### src/rtl/morse_ctrl_pkg.sv
// Shared definitions for the Morse key controller: FSM encoding, symbol
// field widths and default timing constants.
package morse_ctrl_pkg;

  typedef enum logic [1:0] {
    StIdle  = 2'd0,
    StPress = 2'd1,
    StGap   = 2'd2,
    StHold  = 2'd3
  } state_t;

  localparam int unsigned LEN_W   = 3;
  localparam int unsigned CODE_W  = 5;
  localparam int unsigned SYM_W   = LEN_W + CODE_W;
  localparam int unsigned CNT_W   = 26;
  localparam int unsigned MAX_LEN = 5;

  localparam int unsigned DEB_CYC_DEF = 500000;
  localparam int unsigned DOT_MAX_DEF = 12500000;
  localparam int unsigned GAP_CYC_DEF = 37500000;

endpackage

### src/rtl/antirrebote.sv
// Key debouncer: the output follows the input once the input has held a
// different level for DEB_CYC consecutive cycles.
module antirrebote
  import morse_ctrl_pkg::*;
#(
  parameter int unsigned DEB_CYC = DEB_CYC_DEF
) (
  input  logic clk,
  input  logic reset,
  input  logic in,
  output logic out
);

  localparam int unsigned CW = $clog2(DEB_CYC + 1);

  logic [CW-1:0] cnt_q;

  // Any return of in to the current output level restarts the count.
  always_ff @(posedge clk or negedge reset) begin
    if (!reset) begin
      cnt_q <= '0;
      out   <= 1'b0;
    end else if (in == out) begin
      cnt_q <= '0;
    end else if (cnt_q == CW'(DEB_CYC - 1)) begin
      cnt_q <= '0;
      out   <= in;
    end else begin
      cnt_q <= cnt_q + 1'b1;
    end
  end

endmodule

### src/rtl/morse_ctrl.sv
// Morse key controller: classifies key presses into dots/dashes, assembles
// two symbols plus operation switches into a word and holds it until ack.
module morse_ctrl
  import morse_ctrl_pkg::*;
#(
  parameter int unsigned DEB_CYC = DEB_CYC_DEF,
  parameter int unsigned DOT_MAX = DOT_MAX_DEF,
  parameter int unsigned GAP_CYC = GAP_CYC_DEF
) (
  input  logic       clk,
  input  logic       reset,
  input  logic       key,
  input  logic [2:0] op,
  input  logic       ack,
  output logic [7:0] e0,
  output logic [7:0] e1,
  output logic [7:0] e2,
  output logic       valid,
  output logic       err,
  output logic [1:0] state
);

  state_t              state_q;
  logic [1:0]          sync_q;
  logic                key_db;
  logic                key_db_q;
  logic [CNT_W-1:0]    cnt_q;
  logic [LEN_W-1:0]    len_q;
  logic [CODE_W-1:0]   code_q;
  logic [SYM_W-1:0]    slot0_q;
  logic                slot_q;
  logic                rise;
  logic                fall;
  logic                dash;

  antirrebote #(
    .DEB_CYC(DEB_CYC)
  ) u_deb (
    .clk  (clk),
    .reset(reset),
    .in   (sync_q[1]),
    .out  (key_db)
  );

  assign rise  = key_db & ~key_db_q;
  assign fall  = ~key_db & key_db_q;
  assign dash  = (cnt_q >= CNT_W'(DOT_MAX));
  assign state = state_q;

  always_ff @(posedge clk or negedge reset) begin
    if (!reset) begin
      state_q  <= StIdle;
      sync_q   <= '0;
      key_db_q <= 1'b0;
      cnt_q    <= '0;
      len_q    <= '0;
      code_q   <= '0;
      slot0_q  <= '0;
      slot_q   <= 1'b0;
      e0       <= '0;
      e1       <= '0;
      e2       <= '0;
      valid    <= 1'b0;
      err      <= 1'b0;
    end else begin
      sync_q   <= {sync_q[0], key};
      key_db_q <= key_db;
      unique case (state_q)
        StIdle: begin
          if (rise) begin
            state_q <= StPress;
            cnt_q   <= '0;
          end
        end
        StPress: begin
          if (fall) begin
            state_q <= StGap;
            cnt_q   <= '0;
            if (len_q < LEN_W'(MAX_LEN)) begin
              code_q <= {code_q[CODE_W-2:0], dash};
              len_q  <= len_q + 1'b1;
            end else begin
              err <= 1'b1;
            end
          end else if (cnt_q != '1) begin
            cnt_q <= cnt_q + 1'b1;
          end
        end
        StGap: begin
          // A new press beats gap expiry in the same cycle.
          if (rise) begin
            state_q <= StPress;
            cnt_q   <= '0;
          end else if (cnt_q == CNT_W'(GAP_CYC - 1)) begin
            cnt_q <= '0;
            if (!slot_q) begin
              slot0_q <= {len_q, code_q};
              slot_q  <= 1'b1;
              len_q   <= '0;
              code_q  <= '0;
              state_q <= StIdle;
            end else begin
              e0      <= slot0_q;
              e1      <= {len_q, code_q};
              e2      <= {5'b00000, op};
              valid   <= 1'b1;
              state_q <= StHold;
            end
          end else begin
            cnt_q <= cnt_q + 1'b1;
          end
        end
        StHold: begin
          if (ack) begin
            valid   <= 1'b0;
            err     <= 1'b0;
            slot_q  <= 1'b0;
            code_q  <= '0;
            len_q   <= '0;
            state_q <= StIdle;
          end
        end
        default: state_q <= StIdle;
      endcase
    end
  end

endmodule

### config.mk
export PLATFORM = sky130hd
export DESIGN_NAME = morse_ctrl
export DESIGN_NICKNAME = d
export VERILOG_FILES = /design/src/rtl/morse_ctrl_pkg.sv /design/src/rtl/antirrebote.sv /design/src/rtl/morse_ctrl.sv
export SDC_FILE = /design/constraint.sdc
export NUM_CORES = 1
export LEC_CHECK = 0
export BUFFER_PORTS_ARGS = -buffer_cell sky130_fd_sc_hd__buf_2
export CAP_MARGIN = 20
export CORE_ASPECT_RATIO = 1.2
export CORE_MARGIN = 2
export CORE_UTILIZATION = 55
export DETAILED_ROUTE_END_ITERATION = 7
export GPL_TIMING_DRIVEN = 0
export PLACE_DENSITY = 0.77
export SLEW_MARGIN = 20
export SYNTH_ARGS = -nofsm -noshare
export SYNTH_HDL_FRONTEND = slang
export SYNTH_HIERARCHICAL = 1
export SYNTH_SLANG_ARGS = --single-unit
### constraint.sdc
create_clock -name clk -period 3.9 [get_ports clk]
set_input_delay 0.975 -clock clk [delete_from_list [all_inputs] [get_ports clk]]
set_output_delay 0.975 -clock clk [all_outputs]
set_load 0.01 [all_outputs]
Yosys cells after proc, flatten, opt, wreduce, memory -nomap -nowiden
Index checks and enable logic that the tools add are counted.
- register bits after elaboration: 89
- bits in latches: 0
- RAM bits: 0
- bits in read-only memories: 0
- bits of input ports: 7
- output and inout bits: 28
- logic and storage cells: 99
- memories kept: 0
- $add $sub $neg: 3
- multipliers: 0
- div/mod/pow operators: 0
- order comparisons: 2
- eq/ne operators: 18
- shifts and indexed selects: 0
- mux-type cells: 40
- bitwise logic cells: 7
- reduce and logical (&&, ||, !) cells: 14
- operators by type and width (cell ; number):
    two-way mux 26 bit ; 5
    one-hot mux 26 bit (3 select lines) ; 1
    two-way mux 19 bit ; 2
    two-way mux 5 bit ; 6
    adder 26 x 1 -> 26 bit, second input constant ; 1
    == test 26 bit, second input constant ; 1
    >= comparator 26 x 24 -> 1 bit, second input constant ; 1
    inequality test 26 bit, second input constant ; 1
    AND reduction 4 bit ; 5
    adder 19 x 1 -> 19 bit, second input constant ; 1
    == test 19 bit, second input constant ; 1
    two-way mux 3 bit ; 6
    inequality test 2 bit, second input constant ; 9
    one-hot mux 5 bit (3 select lines) ; 1
    two-way mux 2 bit ; 6
    one-hot mux 3 bit (3 select lines) ; 1
    two-way mux 1 bit ; 8
    one-hot mux 2 bit (4 select lines) ; 1
    AND reduction 7 bit ; 1
    inequality test 3 bit, second input constant ; 2
    one-hot mux 1 bit (2 select lines) ; 3
    nonzero test 3 bit ; 2
    NOT 1 bit ; 5
    AND reduction 5 bit ; 1
    10 further kinds ; 13

Depth between registers and ports, before layout
Gate-level depths: netlist of the first run.
- depth after elaboration: 4
- gate-level depth with buffers: 10
- depth with buffers taken out: 7

Modules after synthesis
The synthesis of the first run kept the hierarchy.
- by module, submodules not included (module ; times used ; cells an instance ; area each (um^2) ; sequential area each (um^2)):
    morse_ctrl ; 1 ; 332 ; 3495.9 ; 1726.7
    antirrebote ; 1 ; 103 ; 1029.7 ; 500.5

Worst setup path before layout of the first run
No wires, ideal clock.
- path kind: reg-to-reg
- start point: register, netlist name cnt_q[14]
- end point: register len_q[2]
- setup time: 0.126 ns
- data arrival time: 2.588 ns
- required time: 3.774 ns
- path slack: 1.186 ns
- cell stages (with the launch flop): 10
- path buffers: 3
- clock period less this slack: 2.714 ns
- cell sequence: dfrtp_1 > buf_6 > nor4b_4 > nand3_1 > or4_4 > buf_6 > o31a_1 > or4_4 > buf_6 > a221o_1
- RTL lines (element ; RTL line ; RTL):
    to (signal assigned) ; morse_ctrl.sv:81 ; len_q <= len_q + 1'b1;
    to (decl) ; morse_ctrl.sv:28 ; logic [LEN_W-1:0] len_q;

==> results.sh, run 1 <==
export IMPL_start_util_pct=56.13
export IMPL_synth_edf_count=0
export IMPL_area_growth_pct=10.95
export IMPL_via_count=3432
export IMPL_nNetsFinal=495
export IMPL_worstHoldStart="sync_q[0]$_DFF_PN0_"
export IMPL_drtIter0Drc=218
export IMPL_grt_pass1_vias=3200
export IMPL_antenna_left=0
export IMPL_ys_seq_area_share_pct=49.21
export IMPL_pwr_density_cell_mw_per_mm2=312.1
export IMPL_cts_root_buf="clkbuf_8"
export IMPL_netlist_area_sq_mm=0.004526
export IMPL_core_area_sq_mm=0.008063
export IMPL_tightestPinTransition_ns=0.8981
export IMPL_hold_viol_final=0
export IMPL_path_cells="and4bb_2 -> nand4_1 -> or4_4 -> buf_6 -> o21ai_1 -> clkbuf_1 -> a2bb2oi_1 -> o31ai_1"
export IMPL_hold_ws_ns=0.3550
export IMPL_synth_common_cells="89 x dfrtp_1, 40 x nand2_1, 36 x nor2_1"
export IMPL_place_detailed_hpwl_mm=6.512
export IMPL_worstHoldPathType="reg -> reg"
export IMPL_reg2regPathDepth=8
export IMPL_crit_path_max_incr_delay_ns=0.55
export IMPL_synth_mux_area_share_pct=7.686
export IMPL_critPathTopFamily="simple AND/OR/NAND/NOR gates"
export IMPL_fin_worst_skew_ns=0.009918
export IMPL_r2r_start="cnt_q[15]$_DFFE_PN0P_"
export IMPL_drc_errors=0
export IMPL_fin_area_sq_mm=0.005021
export IMPL_cp_endpoint="cnt_q[13]$_DFFE_PN0P_"
export IMPL_clk_pin_slew_ns=0.09
export IMPL_die_area_sq_mm=0.008973
export IMPL_synth_top_flop_cell="dfrtp_1"
export IMPL_yosysWarnings=6
export IMPL_power_leakage_nw=2.202
export IMPL_stdcell_count=580
export IMPL_post_cts_setup_buffers=0
export IMPL_maxCapViolCount=0
export IMPL_synth_compound_area_share_pct=13.99
export IMPL_fin_setup_tns_ns=0
export IMPL_routabilityCongestion=0.8443
export IMPL_place_inst=564
export IMPL_grt_start_max_net_pins=56
export IMPL_r2r_setup_slack_ns=0.84
export IMPL_required_ns=4.13
export IMPL_crit_arrival_ns=3.29
export IMPL_start_kind="flop"
export IMPL_place_area_sq_mm=0.004835
export IMPL_rows=36
export IMPL_grt_usage_pct=21.69
export IMPL_final_setup_viol_count=0
export IMPL_wl_per_cell_um=15.71
export IMPL_period_minus_slack_ns=3.059
export IMPL_postSynthCellCount=435
export IMPL_synthXorXnorAreaFrac_pct=2.903
export IMPL_antenna_found_initial=0
export IMPL_rsz0062_at_grt="false"
export IMPL_synth_most_common_cell="dfrtp_1"
export IMPL_synth_fa_ha_area_share_pct=2.212
export IMPL_yosys_cell_types_count=54
export IMPL_worst_path_max_fanout=10
export IMPL_slew_violations=0
export IMPL_cts_buffers=9
export IMPL_max_freq_mhz=326.9
export IMPL_detail_route_wirelength_mm=9.111
export IMPL_slowest_stage="or4_4"
export IMPL_grt_pass1_wl_mm=15.37
export IMPL_crit_buf_inv=2
export IMPL_clock_sinks=89
export IMPL_finalCritPeriodShare_pct=78.43
export IMPL_synth_top_area_share_pct=49.21
export IMPL_drive_above_1_share_pct=20.82
export IMPL_run_status="completed"
export IMPL_vdd_drop_max_v=0.0001528
export IMPL_yosys_area_share_simple_pct=19.44
export IMPL_ctsHoldBuffers=0
export IMPL_n_antenna_cell=0
export IMPL_die_y_um=103.4
export IMPL_overflow=0
export IMPL_dr_pass1_iters=4
export IMPL_clockBufferDepth=2
export IMPL_cts_resized=0
export IMPL_cts_tree="yes"
export IMPL_worst_setup_path_type="reg -> reg"
export IMPL_cts_max_level=3
export IMPL_die_w_um=86.81
export IMPL_syn_avg_cell_area_sq_um=10.40
export IMPL_viasPerCell=5.917
export IMPL_nFillCells=653
export IMPL_timing_critical_path_from="cnt_q[15]$_DFFE_PN0P_"
export IMPL_port_buffers=29
export IMPL_ios=35
export IMPL_r2r_end="cnt_q[13]$_DFFE_PN0P_"
export IMPL_netlist_top_cells_area="dfrtp_1 49%, mux2_2 7.5%, nand2_1 3.3%, nor2_1 3.0%, a22o_1 2.7%"
export IMPL_clock_latency_ns=0.36
export IMPL_synth_seq_cells=89
export IMPL_synth_top_family_by_area="simple AND/OR/NAND/NOR gates"
export IMPL_timing_final_ws_setup_ns=0.8412
export IMPL_synth_top_cell_by_area="dfrtp_1"
export IMPL_pre_cts_ws_ns=0.9130
export IMPL_end_kind="flop"
export IMPL_synthArstFlopShare_pct=100.0
export IMPL_max_slew_margin_rel_pct=39.67
export IMPL_cp_depth=8
-- cell families (layout without fill, tap and decap cells) --
| group | count (synthesis) | in the layout |
|---|---|---|
| compound gates | 86 | 86 |
| xor+xnor | 15 | 15 |
| fa+ha+maj | 8 | 8 |
| buf+inv | 40 | 86 |
| flops | 89 | 89 |
| mux | 31 | 31 |
| other cells | 1 | 5 |
| simple gates | 165 | 165 |
-- stage by stage --
stage          total power, W  utilization (%)
2_1_floorplan       0.0009626                -
3_3_place_gp        0.0009857            59.59
3_5_place_dp        0.0009901            59.96
4_1_cts              0.001586            62.28
5_1_grt              0.001627            62.28
6_report             0.001567            62.28
-- cell usage in the layout (no fill, tap or decap), types with 4 or more instances in the layout --
cell type  instances
xnor2_1           13
a2bb2oi_1          9
nand4_1           11
nor3_1            12
dfrtp_1           89
buf_4              8
or3_1              4
o31ai_1           12
nand3_1           23
nor2_1            36
nor4_1             9
a21oi_1           12
inv_1             19
clkbuf_8           9
o22ai_1            4
a22o_1            14
buf_2             31
clkbuf_1           7
ha_1               8
o21ai_0           17
nand2_1           40
nand2b_1           4
mux2_2            30
conb_1             5
o21a_1             4
nor2b_1            4
-- report_power, final --
part           switching, W  internal (W)  leakage (nW)
Sequential       0.00000286      0.000925          1.23
Combinational     0.0000282     0.0000133         0.884
Clock              0.000354      0.000243        0.0859
-- worst reg2reg max path, cell delays in order (launching register included) --
cell	delay [ns]
dfrtp_1	0.46
and4bb_2	0.35
nand4_1	0.11
or4_4	0.55
buf_6	0.15
o21ai_1	0.52
clkbuf_1	0.47
a2bb2oi_1	0.23
o31ai_1	0.09
-- worst min-delay path by stage --
stage | endpoint | slack (ns) | depth (start not counted)
after detailed placement | sync_q[1]$_DFF_PN0_ | 0.34 | 0
after global placement | sync_q[1]$_DFF_PN0_ | 0.34 | 0
after floorplan | sync_q[1]$_DFF_PN0_ | 0.33 | 0
final | sync_q[1]$_DFF_PN0_ | 0.35 | 0
after CTS | sync_q[1]$_DFF_PN0_ | 0.36 | 0
after global routing | sync_q[1]$_DFF_PN0_ | 0.37 | 0
-- per-layer routing --
metal  global-route usage [%]  vias up  share of wire, %
li1                         -     1660                 -
met4                    8.894        0               2.2
met1                    27.75     1665                44
met2                    36.93       92                50
met3                    3.254       15               3.8
met5                        0        -                 0
-- final cells by class --
type | instances | area (sq um) | share of cell area (%)
repair buffers | 30 | 175.2 | 3.489
multi-input cells | 310 | 2111 | 42.04
clock buffers | 9 | 123.9 | 2.467
inverters | 19 | 71.32 | 1.420
well taps | 95 | 118.9 | 2.367
flip-flops and latches | 89 | 2227 | 44.36
clock inverters | 7 | 62.56 | 1.246
plain buffers | 21 | 131.4 | 2.616
-- sequential cells by signal (all words and copies together), names as in the netlist, 2 cells and up --
register and flops:
sync_q 2, slot0_q 8, code_q 5, len_q 3
u_deb/cnt_q 19, state 2, e2 3, e1 8
cnt_q 26, e0 8
No activity file was read; power rests on OpenSTA's default activity.
==> inputs of run 2 (changes only) <==
- ABC_AREA: default -> 1
- PLACE_DENSITY: 0.77 -> 0.79
- clock period: 3.9 -> 2.5 ns (I/O delays scaled with it)
==> results.sh, run 2 <==
export IMPL_ctsHoldBuffers=0
export IMPL_via_count=4674
export IMPL_clock_sinks=89
export IMPL_grt_start_max_net_pins=48
export IMPL_core_area_sq_mm=0.009129
export IMPL_synth_top_cell_by_area="dfrtp_1"
export IMPL_synth_most_common_cell="nand2_1"
export IMPL_synth_common_cells="124 x nand2_1, 105 x inv_1, 102 x nor2_1"
export IMPL_start_kind="flop"
export IMPL_clk_pin_slew_ns=0.09
export IMPL_reg2regPathDepth=7
export IMPL_end_kind="flop"
export IMPL_post_cts_setup_buffers=0
export IMPL_synth_top_area_share_pct=42.72
export IMPL_hold_ws_ns=0.2505
export IMPL_drtIter0Drc=288
export IMPL_hold_viol_final=0
export IMPL_yosys_cell_types_count=40
export IMPL_r2r_end="code_q[2]$_DFFE_PN0P_"
export IMPL_netlist_top_cells_area="dfrtp_1 43%, nand2_1 8.9%, inv_1 7.6%, nor2_1 7.3%, nand3_1 6.6%"
export IMPL_drive_above_1_share_pct=14.77
export IMPL_most_common_layout_cells="124 x nand2_1, 105 x inv_1, 102 x nor2_1, 89 x dfrtp_1, 69 x nand3_1"
export IMPL_yosysWarnings=6
export IMPL_cts_root_buf="clkbuf_8"
export IMPL_die_area_sq_mm=0.01028
export IMPL_cts_buffers=9
export IMPL_max_freq_mhz=469.1
export IMPL_maxCapViolCount=0
export IMPL_start_util_pct=57.11
export IMPL_die_y_um=110.7
export IMPL_required_ns=2.76
export IMPL_grt_usage_pct=24.74
export IMPL_place_detailed_hpwl_mm=9.000
export IMPL_run_status="completed"
export IMPL_antenna_left=0
export IMPL_worst_path_max_fanout=10
export IMPL_p_seq_share_pct=56.2
export IMPL_final_setup_viol_count=0
export IMPL_port_buffers=29
export IMPL_largest_reg_flops=26
export IMPL_cts_tree="yes"
export IMPL_ys_seq_area_share_pct=42.72
export IMPL_cts_resized=0
export IMPL_overflow=0
export IMPL_grt_pass1_vias=4480
export IMPL_synthArstFlopShare_pct=100.0
export IMPL_largestRegisters="cnt_q x26, u_deb/cnt_q x19"
export IMPL_wl_per_cell_um=14.19
export IMPL_die_w_um=92.88
export IMPL_power_internal_w=0.001969
export IMPL_drc_errors=0
export IMPL_r2r_setup_slack_ns=0.37
export IMPL_p_switching_w=0.0006129
export IMPL_synth_seq_cells=89
export IMPL_postSynthCellCount=695
export IMPL_syn_avg_cell_area_sq_um=7.502
export IMPL_period_minus_slack_ns=2.132
export IMPL_synth_edf_count=0
export IMPL_antenna_found_initial=0
export IMPL_dr_pass1_iters=6
export IMPL_clock_latency_ns=0.37
export IMPL_cts_max_level=3
export IMPL_worst_setup_path_type="reg -> reg"
export IMPL_ff_latch_area_sq_mm=0.002227
export IMPL_rsz0062_at_grt="false"
export IMPL_viasPerCell=5.403
export IMPL_nNetsFinal=755
export IMPL_clkPwrFrac_pct=41.1
export IMPL_crit_arrival_ns=2.39
export IMPL_n_antenna_cell=0
export IMPL_vdd_drop_max_v=0.0002848
export IMPL_rows=38
export IMPL_multi_input_area_sq_mm=0.002422
export IMPL_largest_register="cnt_q"
export IMPL_netlist_area_sq_mm=0.005214
export IMPL_detail_route_wirelength_mm=12.27
export IMPL_area_growth_pct=10.58
export IMPL_ios=35
export IMPL_fin_worst_skew_ns=0.01334
export IMPL_synth_top_flop_cell="dfrtp_1"
export IMPL_power_leakage_nw=2.791
export IMPL_fin_setup_tns_ns=0
export IMPL_swShare_pct=23.74
export IMPL_pwr_density_cell_mw_per_mm2=447.8
export IMPL_comb_power_share_pct=2.7
export IMPL_r2r_start="state[1]$_DFFE_PN0P_"
export IMPL_grt_pass1_wl_mm=20.57
export IMPL_tightestPinTransition_ns=0.5932
export IMPL_max_slew_margin_rel_pct=60.45
export IMPL_routabilityCongestion=0.9378
export IMPL_worstHoldPathType="in -> async"
export IMPL_clockBufferDepth=2
export IMPL_nFillCells=815
export IMPL_slew_violations=0
export IMPL_finalCritPeriodShare_pct=85.28
export IMPL_final_common_cell="nand2_1"
[run 2: worst max path at each step]
stage | start | endpoint | cells after the start
2_1_floorplan | state[1]$_DFFE_PN0P_ | len_q[1]$_DFFE_PN0P_ | 7
3_5_place_dp | state[1]$_DFFE_PN0P_ | code_q[4]$_DFFE_PN0P_ | 7
5_1_grt | state[1]$_DFFE_PN0P_ | cnt_q[22]$_DFFE_PN0P_ | 10
3_3_place_gp | reset | u_deb/cnt_q[7]$_DFF_PN0_ | 1
6_report | state[1]$_DFFE_PN0P_ | code_q[2]$_DFFE_PN0P_ | 7
4_1_cts | state[1]$_DFFE_PN0P_ | code_q[3]$_DFFE_PN0P_ | 7
[run 2: cell type report]
| cell class | instances | share of cell area (%) |
|---|---|---|
| Buffer | 23 | 2.713 |
| Clock buffer | 10 | 2.387 |
| Clock inverter | 6 | 1.280 |
| Inverter | 112 | 7.335 |
| Multi-Input combinational cell | 475 | 42.01 |
| Sequential cell | 89 | 38.63 |
| Tap cell | 120 | 2.604 |
| Timing Repair Buffer | 30 | 3.038 |
[run 2: power by group through the flow]
stage	clock, W	combinational (W)	sequential [W]
after floorplan	0	0.0000250	0.00148
after global placement	0	0.0000650	0.00148
after detailed placement	0	0.0000723	0.00148
after CTS	0.00108	0.0000723	0.00145
after global routing	0.00114	0.0000799	0.00145
final	0.00106	0.0000696	0.00145
[run 2: kinds of logic after synthesis]
family | after synthesis | synth area share (%)
flops | 89 | 42.72
fa+ha+maj | 8 | 1.920
compound gates | 79 | 8.663
other cells | 1 | 0.07193
simple gates | 370 | 33.19
buf+inv | 135 | 11.11
xor+xnor | 13 | 2.328
[run 2: worst max-delay path, cell delays in order (launching register included)]
cell and delay [ns]:
dfrtp_1 0.46, inv_1 0.11, ha_1 0.21, buf_1 0.40, nand2_1 0.14, o21ai_0 0.13
nand3_1 0.30, a22o_1 0.27
[run 2: through the flow]
step                worst slack, ns  instances  total power, W  area, sq um  util [%]
floorplan                    0.7456        699        0.001506         5229         -
global placement            0.01037        848        0.001545         5524     60.51
detailed placement           0.4262        849        0.001552         5554     60.84
CTS                          0.4033        865        0.002600         5766     63.16
global route                 0.2340        865        0.002671         5766     63.16
finish                       0.3681        865        0.002582         5766     63.16
[run 2: layer usage]
layer  global-route usage (%)  wire, um  vias up
li1                         -         -     2293
met1                    32.87      5472     2208
met2                    40.58      5847      149
met3                    3.059       624       24
met4                    10.69       328        0
met5                        0         0        -
